`src/rtl/cache_arb_pkg.sv`:
```
// Shared types and default sizing for the cache fill arbiter.
package cache_arb_pkg;

  // IDLE arbitrates; I_FILL/D_FILL stream a block read; D_WRITE issues one write then waits.
  typedef enum logic [1:0] {
    IDLE    = 2'd0,
    I_FILL  = 2'd1,
    D_FILL  = 2'd2,
    D_WRITE = 2'd3
  } arb_state_e;

  localparam int MEM_LAT_DEF     = 4;
  localparam int BLOCK_WORDS_DEF = 8;
  localparam int ADDR_W_DEF      = 16;
  localparam int DATA_W_DEF      = 16;

  function automatic logic [1:0] owner_of(input arb_state_e s);
    return 2'(s);
  endfunction

endpackage

```
`src/rtl/cache_fill_arbiter_if.sv`:
```
// Cache-side request/return and memory-side bus of the fill arbiter.
interface cache_fill_arbiter_if #(
  parameter int ADDR_W = 16,
  parameter int DATA_W = 16,
  parameter int WORD_W = 3
);
  logic              i_miss;
  logic [ADDR_W-1:0] i_addr;
  logic              i_data_valid;
  logic [WORD_W-1:0] i_word;
  logic [DATA_W-1:0] i_data;
  logic              i_done;

  logic              d_miss;
  logic              d_wr;
  logic [ADDR_W-1:0] d_addr;
  logic [DATA_W-1:0] d_wdata;
  logic              d_data_valid;
  logic [WORD_W-1:0] d_word;
  logic [DATA_W-1:0] d_data;
  logic              d_done;

  logic              mem_en;
  logic              mem_wr;
  logic [ADDR_W-1:0] mem_addr;
  logic [DATA_W-1:0] mem_wdata;
  logic [DATA_W-1:0] mem_rdata;
  logic              mem_rvalid;

  logic              freeze;
  logic [1:0]        owner;

  modport master (
    input  i_miss, i_addr, d_miss, d_wr, d_addr, d_wdata, mem_rdata, mem_rvalid,
    output i_data_valid, i_word, i_data, i_done,
    output d_data_valid, d_word, d_data, d_done,
    output mem_en, mem_wr, mem_addr, mem_wdata, freeze, owner
  );

  modport slave (
    output i_miss, i_addr, d_miss, d_wr, d_addr, d_wdata, mem_rdata, mem_rvalid,
    input  i_data_valid, i_word, i_data, i_done,
    input  d_data_valid, d_word, d_data, d_done,
    input  mem_en, mem_wr, mem_addr, mem_wdata, freeze, owner
  );
endinterface

```
`src/rtl/fill_sequencer.sv`:
```
// Issue/return/wait counters for one granted transaction; drives the memory request
// and flags completion (last returned word of a fill, or end of the write wait).
module fill_sequencer #(
  parameter  int MEM_LAT     = 4,
  parameter  int BLOCK_WORDS = 8,
  parameter  int ADDR_W      = 16,
  localparam int WORD_W      = $clog2(BLOCK_WORDS),
  localparam int CNT_W       = $clog2(MEM_LAT + 1)
) (
  input  logic              clk,
  input  logic              rst,
  input  logic              fill_i,
  input  logic              write_i,
  input  logic              rvalid_i,
  input  logic [ADDR_W-2:0] word_addr_i,
  output logic              mem_en_o,
  output logic              mem_wr_o,
  output logic [ADDR_W-1:0] mem_addr_o,
  output logic [WORD_W-1:0] ret_cnt_o,
  output logic              done_o
);
  // Extra MSB on issue_cnt marks "whole block issued" so no word is ever reissued.
  logic [WORD_W:0]   issue_cnt_q, issue_cnt_d;
  logic [WORD_W-1:0] ret_cnt_q, ret_cnt_d;
  logic [CNT_W-1:0]  wait_cnt_q, wait_cnt_d;
  logic              issue_en, write_en;

  assign issue_en  = fill_i & ~issue_cnt_q[WORD_W];
  assign write_en  = write_i & (wait_cnt_q == '0);
  assign mem_en_o  = issue_en | write_en;
  assign mem_wr_o  = write_en;
  assign ret_cnt_o = ret_cnt_q;
  assign done_o    = (fill_i & rvalid_i & (ret_cnt_q == WORD_W'(BLOCK_WORDS - 1)))
                   | (write_i & (wait_cnt_q == CNT_W'(MEM_LAT)));

  always_comb begin
    mem_addr_o = '0;
    if (issue_en) begin
      mem_addr_o = {word_addr_i[ADDR_W-2:WORD_W], issue_cnt_q[WORD_W-1:0], 1'b0};
    end else if (write_en) begin
      mem_addr_o = {word_addr_i, 1'b0};
    end
  end

  always_comb begin
    issue_cnt_d = issue_cnt_q;
    ret_cnt_d   = ret_cnt_q;
    wait_cnt_d  = wait_cnt_q;
    if (done_o || (!fill_i && !write_i)) begin
      issue_cnt_d = '0;
      ret_cnt_d   = '0;
      wait_cnt_d  = '0;
    end else begin
      if (issue_en)          issue_cnt_d = issue_cnt_q + (WORD_W + 1)'(1);
      if (fill_i && rvalid_i) ret_cnt_d  = ret_cnt_q + WORD_W'(1);
      if (write_i)           wait_cnt_d  = wait_cnt_q + CNT_W'(1);
    end
  end

  always_ff @(posedge clk) begin
    if (rst) begin
      issue_cnt_q <= '0;
      ret_cnt_q   <= '0;
      wait_cnt_q  <= '0;
    end else begin
      issue_cnt_q <= issue_cnt_d;
      ret_cnt_q   <= ret_cnt_d;
      wait_cnt_q  <= wait_cnt_d;
    end
  end

endmodule

```
`src/rtl/cache_fill_arbiter.sv`:
```
// Arbitrates I/D cache misses onto one multi-cycle memory, steers returned words, drives freeze.
// Build option CACHE_ARB_RR_EN: when both misses wait in IDLE, the side not granted last wins.
module cache_fill_arbiter
  import cache_arb_pkg::*;
#(
  parameter int MEM_LAT     = MEM_LAT_DEF,
  parameter int BLOCK_WORDS = BLOCK_WORDS_DEF,
  parameter int ADDR_W      = ADDR_W_DEF,
  parameter int DATA_W      = DATA_W_DEF
) (
  input logic                  clk,
  input logic                  rst,
  cache_fill_arbiter_if.master bus
);
  localparam int WORD_W = $clog2(BLOCK_WORDS);

  arb_state_e        state_q, state_d;
  logic [ADDR_W-2:0] addr_q, addr_d;
  logic [DATA_W-1:0] wdata_q, wdata_d;
  logic              pick_d;
  logic              fill_act, write_act, seq_done;
  logic [WORD_W-1:0] ret_cnt;
  logic              unused_addr_lsb;

  assign unused_addr_lsb = bus.i_addr[0] ^ bus.d_addr[0];

`ifdef CACHE_ARB_RR_EN
  logic last_d_q, last_d_d;

  assign pick_d = bus.d_miss & ~(bus.i_miss & last_d_q);

  always_comb begin
    last_d_d = last_d_q;
    if (state_q == IDLE && (bus.d_miss || bus.i_miss)) last_d_d = pick_d;
  end

  always_ff @(posedge clk) begin
    if (rst) last_d_q <= 1'b1;
    else     last_d_q <= last_d_d;
  end
`else
  assign pick_d = bus.d_miss;
`endif

  always_comb begin
    state_d = state_q;
    addr_d  = addr_q;
    wdata_d = wdata_q;
    case (state_q)
      IDLE: begin
        if (pick_d) begin
          state_d = bus.d_wr ? D_WRITE : D_FILL;
          addr_d  = bus.d_addr[ADDR_W-1:1];
          wdata_d = bus.d_wdata;
        end else if (bus.i_miss) begin
          state_d = I_FILL;
          addr_d  = bus.i_addr[ADDR_W-1:1];
        end
      end
      default: if (seq_done) state_d = IDLE;
    endcase
  end

  always_ff @(posedge clk) begin
    if (rst) begin
      state_q <= IDLE;
      addr_q  <= '0;
      wdata_q <= '0;
    end else begin
      state_q <= state_d;
      addr_q  <= addr_d;
      wdata_q <= wdata_d;
    end
  end

  assign fill_act  = (state_q == I_FILL) || (state_q == D_FILL);
  assign write_act = (state_q == D_WRITE);

  fill_sequencer #(
    .MEM_LAT    (MEM_LAT),
    .BLOCK_WORDS(BLOCK_WORDS),
    .ADDR_W     (ADDR_W)
  ) u_seq (
    .clk        (clk),
    .rst        (rst),
    .fill_i     (fill_act),
    .write_i    (write_act),
    .rvalid_i   (bus.mem_rvalid),
    .word_addr_i(addr_q),
    .mem_en_o   (bus.mem_en),
    .mem_wr_o   (bus.mem_wr),
    .mem_addr_o (bus.mem_addr),
    .ret_cnt_o  (ret_cnt),
    .done_o     (seq_done)
  );

  assign bus.mem_wdata = wdata_q;

  // Returned words pass straight through to whichever side owns the fill.
  assign bus.i_data_valid = (state_q == I_FILL) & bus.mem_rvalid;
  assign bus.i_word       = ret_cnt;
  assign bus.i_data       = bus.mem_rdata;
  assign bus.i_done       = (state_q == I_FILL) & seq_done;

  assign bus.d_data_valid = (state_q == D_FILL) & bus.mem_rvalid;
  assign bus.d_word       = ret_cnt;
  assign bus.d_data       = bus.mem_rdata;
  assign bus.d_done       = ((state_q == D_FILL) | write_act) & seq_done;

  // Pending misses freeze the pipeline before their grant so no unfrozen gap appears.
  assign bus.freeze = (state_q != IDLE) | bus.i_miss | bus.d_miss;
  assign bus.owner  = owner_of(state_q);

endmodule

```
`src/flat_wrapper.sv`:
```
// flat-port wrapper written by rule: the top's interface ports become plain ports
module cache_fill_arbiter_flat import cache_arb_pkg::*;
#(
  parameter int MEM_LAT     = MEM_LAT_DEF,
  parameter int BLOCK_WORDS = BLOCK_WORDS_DEF,
  parameter int ADDR_W      = ADDR_W_DEF,
  parameter int DATA_W      = DATA_W_DEF
)
  (clk, rst, bus_i_miss, bus_i_addr, bus_d_miss, bus_d_wr, bus_d_addr, bus_d_wdata, bus_mem_rdata, bus_mem_rvalid, bus_i_data_valid, bus_i_word, bus_i_data, bus_i_done, bus_d_data_valid, bus_d_word, bus_d_data, bus_d_done, bus_mem_en, bus_mem_wr, bus_mem_addr, bus_mem_wdata, bus_freeze, bus_owner);
  cache_fill_arbiter_if #(.ADDR_W(ADDR_W), .DATA_W(DATA_W), .WORD_W((3))) bus_i ();
  input logic clk;
  input logic rst;
  input wire logic [$bits(bus_i.i_miss)-1:0] bus_i_miss;
  input wire logic [$bits(bus_i.i_addr)-1:0] bus_i_addr;
  input wire logic [$bits(bus_i.d_miss)-1:0] bus_d_miss;
  input wire logic [$bits(bus_i.d_wr)-1:0] bus_d_wr;
  input wire logic [$bits(bus_i.d_addr)-1:0] bus_d_addr;
  input wire logic [$bits(bus_i.d_wdata)-1:0] bus_d_wdata;
  input wire logic [$bits(bus_i.mem_rdata)-1:0] bus_mem_rdata;
  input wire logic [$bits(bus_i.mem_rvalid)-1:0] bus_mem_rvalid;
  output wire logic [$bits(bus_i.i_data_valid)-1:0] bus_i_data_valid;
  output wire logic [$bits(bus_i.i_word)-1:0] bus_i_word;
  output wire logic [$bits(bus_i.i_data)-1:0] bus_i_data;
  output wire logic [$bits(bus_i.i_done)-1:0] bus_i_done;
  output wire logic [$bits(bus_i.d_data_valid)-1:0] bus_d_data_valid;
  output wire logic [$bits(bus_i.d_word)-1:0] bus_d_word;
  output wire logic [$bits(bus_i.d_data)-1:0] bus_d_data;
  output wire logic [$bits(bus_i.d_done)-1:0] bus_d_done;
  output wire logic [$bits(bus_i.mem_en)-1:0] bus_mem_en;
  output wire logic [$bits(bus_i.mem_wr)-1:0] bus_mem_wr;
  output wire logic [$bits(bus_i.mem_addr)-1:0] bus_mem_addr;
  output wire logic [$bits(bus_i.mem_wdata)-1:0] bus_mem_wdata;
  output wire logic [$bits(bus_i.freeze)-1:0] bus_freeze;
  output wire logic [$bits(bus_i.owner)-1:0] bus_owner;
  assign bus_i.i_miss = bus_i_miss;
  assign bus_i.i_addr = bus_i_addr;
  assign bus_i.d_miss = bus_d_miss;
  assign bus_i.d_wr = bus_d_wr;
  assign bus_i.d_addr = bus_d_addr;
  assign bus_i.d_wdata = bus_d_wdata;
  assign bus_i.mem_rdata = bus_mem_rdata;
  assign bus_i.mem_rvalid = bus_mem_rvalid;
  assign bus_i_data_valid = bus_i.i_data_valid;
  assign bus_i_word = bus_i.i_word;
  assign bus_i_data = bus_i.i_data;
  assign bus_i_done = bus_i.i_done;
  assign bus_d_data_valid = bus_i.d_data_valid;
  assign bus_d_word = bus_i.d_word;
  assign bus_d_data = bus_i.d_data;
  assign bus_d_done = bus_i.d_done;
  assign bus_mem_en = bus_i.mem_en;
  assign bus_mem_wr = bus_i.mem_wr;
  assign bus_mem_addr = bus_i.mem_addr;
  assign bus_mem_wdata = bus_i.mem_wdata;
  assign bus_freeze = bus_i.freeze;
  assign bus_owner = bus_i.owner;
  cache_fill_arbiter #(.MEM_LAT(MEM_LAT), .BLOCK_WORDS(BLOCK_WORDS), .ADDR_W(ADDR_W), .DATA_W(DATA_W)) u_core (.clk(clk), .rst(rst), .bus(bus_i));
endmodule
```
`config.mk`:
```
export PLATFORM = sky130hd
export DESIGN_NAME = cache_fill_arbiter_flat
export DESIGN_NICKNAME = d
export VERILOG_FILES = /design/src/rtl/cache_arb_pkg.sv /design/src/rtl/cache_fill_arbiter_if.sv /design/src/rtl/fill_sequencer.sv /design/src/rtl/cache_fill_arbiter.sv /design/src/flat_wrapper.sv
export SDC_FILE = /design/constraint.sdc
export NUM_CORES = 1
export LEC_CHECK = 0
export BUFFER_PORTS_ARGS = -buffer_cell sky130_fd_sc_hd__buf_4
export CELL_PAD_IN_SITES_DETAIL_PLACEMENT = 0
export CELL_PAD_IN_SITES_GLOBAL_PLACEMENT = 2
export CORE_ASPECT_RATIO = 1.5
export CORE_MARGIN = 4
export CORE_UTILIZATION = 23
export CTS_BUF_LIST = sky130_fd_sc_hd__clkbuf_4 sky130_fd_sc_hd__clkbuf_8
export DETAILED_ROUTE_END_ITERATION = 12
export PLACE_DENSITY = 0.81
export SETUP_SLACK_MARGIN = 0.05
export SLEW_MARGIN = 40
export SYNTH_ARGS = -nofsm -noshare
export SYNTH_HDL_FRONTEND = slang
export SYNTH_SLANG_ARGS = --single-unit
```
`constraint.sdc`:
```
create_clock -name clk -period 2.05 [get_ports clk]
set_input_delay 0.205 -clock clk [delete_from_list [all_inputs] [get_ports clk]]
set_output_delay 0.205 -clock clk [all_outputs]
set_load 0.02 [all_outputs]
```
==> Yosys cells after proc, flatten, opt, wreduce, memory -nomap -nowiden <==
Cells that the tools add are included.
{ "word_totals": {"ff_bits": 43, "latch_bits": 0, "ram_bits": 0, "romBits": 0, "in_bits": 70, "output_inout_bits": 79, "word_cells": 54, "mem_count": 0} }
{ "classes": {"n_addsub": 3, "multipliers": 0, "n_div": 0, "n_lt_le_gt_ge": 0, "n_eq_ne": 6, "n_shift": 0, "mux": 9, "bitwise": 15, "reduce_logical": 15} }
{ "ops": {"columns": ["operator", "count"], "rows": [
  ["16-bit 2-to-1 mux", 2],
  ["15-bit 2-to-1 mux", 2],
  ["1-bit AND", 9],
  ["2-bit 2-to-1 mux", 4],
  ["3-bit by 1-bit adder with 3-bit output (second input constant)", 2],
  ["3-bit == test (second input constant)", 2],
  ["2-bit AND reduction", 3],
  ["2-bit nonzero test", 3],
  ["1-bit bitwise OR", 5],
  ["4-bit by 1-bit adder with 4-bit output (second input constant)", 1],
  ["2-bit == test (second input constant)", 2],
  ["3-bit zero test", 1],
  ["3-bit != test (second input constant)", 1],
  ["2-bit by 1-bit == test with 1-bit output (second input constant)", 1],
  ["1-bit logical AND", 2],
  ["1-bit zero test", 2],
  ["2-bit zero test", 1],
  ["1-bit logical OR", 2],
  ["2-bit OR reduction", 1],
  ["1-bit 2-to-1 mux", 1],
  ["1-bit NOT", 1]
]} }

==> Longest topological paths before layout <==
{ "logic_depth": {"word_depth": 7, "mapped_depth": 8, "mapped_depth_nobuf": 5} }

==> Hierarchy <==
A second synthesis with hierarchy kept.
{ "hier_totals": {"cells_unflattened": 272, "area_unflattened_um2": 2557.5} }
{ "by_module_without_submodules": {"columns": ["mod", "instances", "cells_per_inst", "area_per_inst_um2", "seq_area_each_um2"], "rows": [
  ["cache_fill_arbiter", 1, 193, 1848.0, 660.6],
  ["fill_sequencer", 1, 79, 709.4, 200.2]
]} }

==> Worst setup path after synthesis <==
OpenSTA, ideal clock, no wires.
{ "synth_timing": {"path_type": "flip-flop to output port", "start": "register u_core.state_q[0], in the netlist u_core.bus.owner[0]", "end": "output port bus_mem_addr[10]", "arrival_ns": 1.703, "required_time_ns": 1.845, "setup_slack_ns": 0.142, "stages_incl_launch_ff": 7, "path_buffers": 1, "cell_sequence": "dfxtp_1 -> inv_1 -> ha_1 -> nand2b_1 -> nand2_1 -> buf_2 -> and2_1"} }
{ "synth_via": {"elab_chain_len": 4, "word_cells_on_any_way": 8, "classes_between": "3 x eq/ne; 2 x mux; 2 x bitwise; 1 x reduce/logical"} }
{ "synth_lines": {"columns": ["item", "line", "text"], "rows": [
  ["start, declared", "cache_fill_arbiter.sv:17", "arb_state_e state_q, state_d;"],
  ["start signal, assigned", "cache_fill_arbiter.sv:70", "state_q <= state_d;"],
  ["2-bit == test, or another cell as far along", "cache_fill_arbiter.sv:77", "assign write_act = (state_q == D_WRITE);"],
  ["1-bit AND or 1-bit logical OR (tied branches)", "fill_sequencer.sv:29, cache_fill_arbiter.sv:76", null],
  ["16-bit 2-to-1 mux or 1-bit AND (tied branches)", "fill_sequencer.sv:40, fill_sequencer.sv:28", null],
  ["16-bit 2-to-1 mux (*)", "fill_sequencer.sv:38", "if (issue_en) begin"],
  ["end, declared", "flat_wrapper.sv:31", "output wire logic [$bits(bus_i.mem_addr)-1:0] bus_mem_addr;"]
]} }
Mark *: on every way between the ends. The rest lies on a longest branch, timed or not.

==> Worst setup path in the final report <==
{ "layout_timing": {"start": "register u_core.state_q[0], in the netlist u_core.bus.owner[0]", "end": "output port bus_i_done"} }
{ "layout_via": {"elab_chain_len": 6, "word_cells_on_any_way": 9, "classes_between": "3 x eq/ne; 5 x bitwise; 1 x reduce/logical"} }
{ "layout_lines": {"columns": ["item", "line", "text"], "rows": [
  ["2-bit by 1-bit == test with 1-bit output or 2-bit == test (tied branches)", "cache_fill_arbiter.sv:76, cache_fill_arbiter.sv:103", null],
  ["1-bit logical OR", "cache_fill_arbiter.sv:76", "assign fill_act = (state_q == I_FILL) || (state_q == D_FILL);"],
  ["1-bit AND (2 in a row)", "fill_sequencer.sv:33", "assign done_o = (fill_i & rvalid_i & (ret_cnt_q == WORD_W'(BLOCK_WORDS - 1)))"],
  ["1-bit bitwise OR", "fill_sequencer.sv:34", "| (write_i & (wait_cnt_q == CNT_W'(MEM_LAT)));"],
  ["1-bit AND (*)", "cache_fill_arbiter.sv:103", "assign bus.i_done = (state_q == I_FILL) & seq_done;"],
  ["end, declared", "flat_wrapper.sv:24", "output wire logic [$bits(bus_i.i_done)-1:0] bus_i_done;"]
]} }
Marked as above.

==> metrics.md <==
| Metric | Value |
|---|---|
| F_max | `527 MHz` |
| Number of global-route vias before repair | `1,852` |
| Cell accounting for the most synthesized area | `dfxtp_1` |
| Port bufs | `97` |
| RSZ-0062 raised after global routing | `true` |
| Relative slew slack | `60.2%` |
| DR pass1 iterations | `4` |
| Core ar. | `0.00974 mm²` |
| Critical Path AT | `1.69 ns` |
| Vias post-DR | `1,937` |
| WS Path Type | `flop to output port` |
| Largest net degree at the start of global routing | `36` |
| H-Tree Depth | `2` |
| P_int | `1.67 mW` |
| Worst path required time | `1.85 ns` |
| Fin nets | `414` |
| Worst-Margin Slew | `0.597 ns` |
| Top cells by count, synth | `nand2_1, dfxtp_1, buf_4` |
| Sequential fraction of the synthesis area | `37.3%` |
| Synth unique cells | `31` |
| Fin util | `30.8%` |
| Combinational cell fraction of total power | `31.7%` |
| Clock power share | `28.3%` |
| Share of cells above drive strength 1 | `34.9%` |
| N_diodes | `0` |
| CTS Buffer Depth | `2` |
| DP Area | `0.00286 mm²` |
| Ys async rst share | `0%` |
| Synth Cell Area | `0.00231 mm²` |
| Max Slew Vio Count | `0` |
| Worst skew pair latency | `0.30 ns` |
| Detailed Place HPWL | `4330 µm` |
| Worst hold start | `bus_d_wdata[9]` |
| Endpoint class of the critical path | `output port` |
| Grt ovf | `0` |
| Post-CTS Repair Setup Buffers | `0` |
| Number of synthesized flops with an enable pin | `0` |
| Max Fanout on Critical Path | `5` |
| PD cells | `815 mW/mm²` |
| Mean Syn Cell Area | `8.39 µm²` |
| Most frequent cell after synthesis | `nand2_1` |
| DRC viols | `0` |
| Sw Ratio | `31.7%` |
| Worst Skew | `0.00492 ns` |
| Psw | `0.775 mW` |
| Min-Delay Path Class | `primary input to flop` |
| Leak pwr | `1.37 nW` |
| Post-detailed-route count of antenna-violating nets | `0` |
| Area contributors post-synth | `dfxtp_1, buf_4, nand2_1, mux2i_1, ha_1` |
| Hold buffers post-CTS | `0` |
| FF-to-FF Start | `u_core.bus.owner[0]$_SDFFE_PP0P_` |
| Die height | `131 µm` |
| Starting Density | `23.7%` |
| Num Clock Sinks | `43` |
| Final min period | `1.90 ns` |
| Vias per Instance | `4.30` |
| Num CTS Buffers | `5` |
| CP Launch Point | `u_core.bus.owner[0]$_SDFFE_PP0P_` |
| CTS tree | `built` |
| Initial antenna violation count | `0` |
| # IOs | `149` |
| Hold Fails Final Rpt | `0` |
| Post-cts resize count | `5` |
| Final cell area excluding filler cells | `0.00300 mm²` |
| Maximum vdd drop | `0.361 mV` |
| Final wirelength | `5590 µm` |
| Die width | `89.8 µm` |
| Post-Synthesis Cells | `275` |
| Cell row count | `44` |
| Dominant synthesized flop cell | `dfxtp_1` |
| Synth top area share | `37.3%` |
| Net count after synthesis | `355` |
| Initial drt markers | `63` |
| Area Growth Syn to Fin | `30.1%` |
| Total track usage | `9.52%` |
| Placed cells | `442` |
| Die Area | `0.0117 mm²` |
| Fin Hold WS | `0.148 ns` |
| Clock transition at path regs | `0.08 ns` |
| Status | `finished, final reports clean` |
| Final std cells w/o fill | `450` |
| #FFs+latches synth | `43` |
| Max_cap viols | `0` |
| Placer congestion estimate | `0.688` |
| Worst Setup Start Kind | `flop` |
| Ys Warns | `0` |
| Clk root buf | `clkbuf_8` |
| Routed WL per cell | `12.4 µm` |
| First-pass GRT wire length | `9000 µm` |
| Final critical-path share of the clock period | `92.6%` |
| Sequential Power Share | `40.0%` |
| Final setup violation count | `0` |
| Setup TNS | `0 ns` |
## flip-flops by register name, summed over array words and instances (netlist names)
name                      flops
u_core.addr_q                15
u_core.u_seq.wait_cnt_q       3
u_core.bus.owner              2
u_core.u_seq.ret_cnt_o        3
u_core.bus.mem_wdata         16
u_core.u_seq.issue_cnt_q      4
## final cells by class
type	count	area [µm²]
clock buffer	6	82.6
clock inverter	2	35.0
sequential	43	865
multi-input combinational	176	1080
fill	1038	6750
tap	115	144
timing repair buffer	103	773
inverter	5	18.8
## layout by cell type (no fill, tap or decap), types with 2 or more instances in the layout
cell and n:
ha_1 9, o21ai_0 2, clkbuf_8 6, xor2_1 3, xnor2_1 2, nor2_1 24, nand3b_1 3, nand2_2 2
and2_1 16, inv_1 4, mux2i_1 16, a21oi_1 19, buf_4 103, nand3_1 5, nand2_1 46, a211oi_1 15
dfxtp_1 42
## worst max-delay path: stages (launching register included)
cell and delay (ns):
dfxtp_4 0.38, inv_2 0.07, ha_4 0.26, buf_4 0.14, nand3_1 0.14, nand2_2 0.09
and2_1 0.17, buf_4 0.15
## final timing paths
check / to / slack (ns) / cells after the start
setup / recovery: bus_i_done / 0.15 / 7
hold / removal: u_core.bus.mem_wdata[9]$_SDFFE_PP0P_ / 0.15 / 3
setup reg to reg: u_core.u_seq.ret_cnt_o[1]$_SDFFE_PP0P_ / 0.44 / 6
hold reg to reg: u_core.bus.mem_wdata[5]$_SDFFE_PP0P_ / 0.46 / 2
## per-layer routing
| layer | vias to the layer above | global-route usage [%] | routed length [µm] |
|---|---|---|---|
| met5 | - | 0 | 0 |
| met4 | 0 | 5.42 | 167 |
| met3 | 23 | 3.44 | 535 |
| met2 | 71 | 16.2 | 2700 |
| met1 | 852 | 10.3 | 2190 |
| li1 | 991 | - | - |
## cells by family after synthesis
logic type	synth area share [%]
AOI/OAI and AO/OA	11.7
xor gates and xnor gates	1.90
buffers and inverters	16.5
adders and majority gates	5.43
DFF	37.3
muxes	6.95
other	0.163
and+or+nand+nor	20.0
## power by group through the flow
stage | sequential, mW | combinational (mW) | clock, mW
3_3_place_gp | 0.998 | 0.767 | 0
6_report | 0.978 | 0.775 | 0.692
2_1_floorplan | 1.03 | 0.527 | 0
5_1_grt | 0.991 | 0.860 | 0.761
4_1_cts | 0.980 | 0.795 | 0.728
3_5_place_dp | 0.997 | 0.772 | 0
## stage by stage
stage | power (mW) | setup slack [ns]
after floorplan | 1.56 | 0.142
after global placement | 1.76 | 0.144
after detailed placement | 1.77 | 0.103
after CTS | 2.50 | 0.0990
after global routing | 2.61 | 0.0283
final | 2.44 | 0.151
Power figures use the tool's default switching activity.
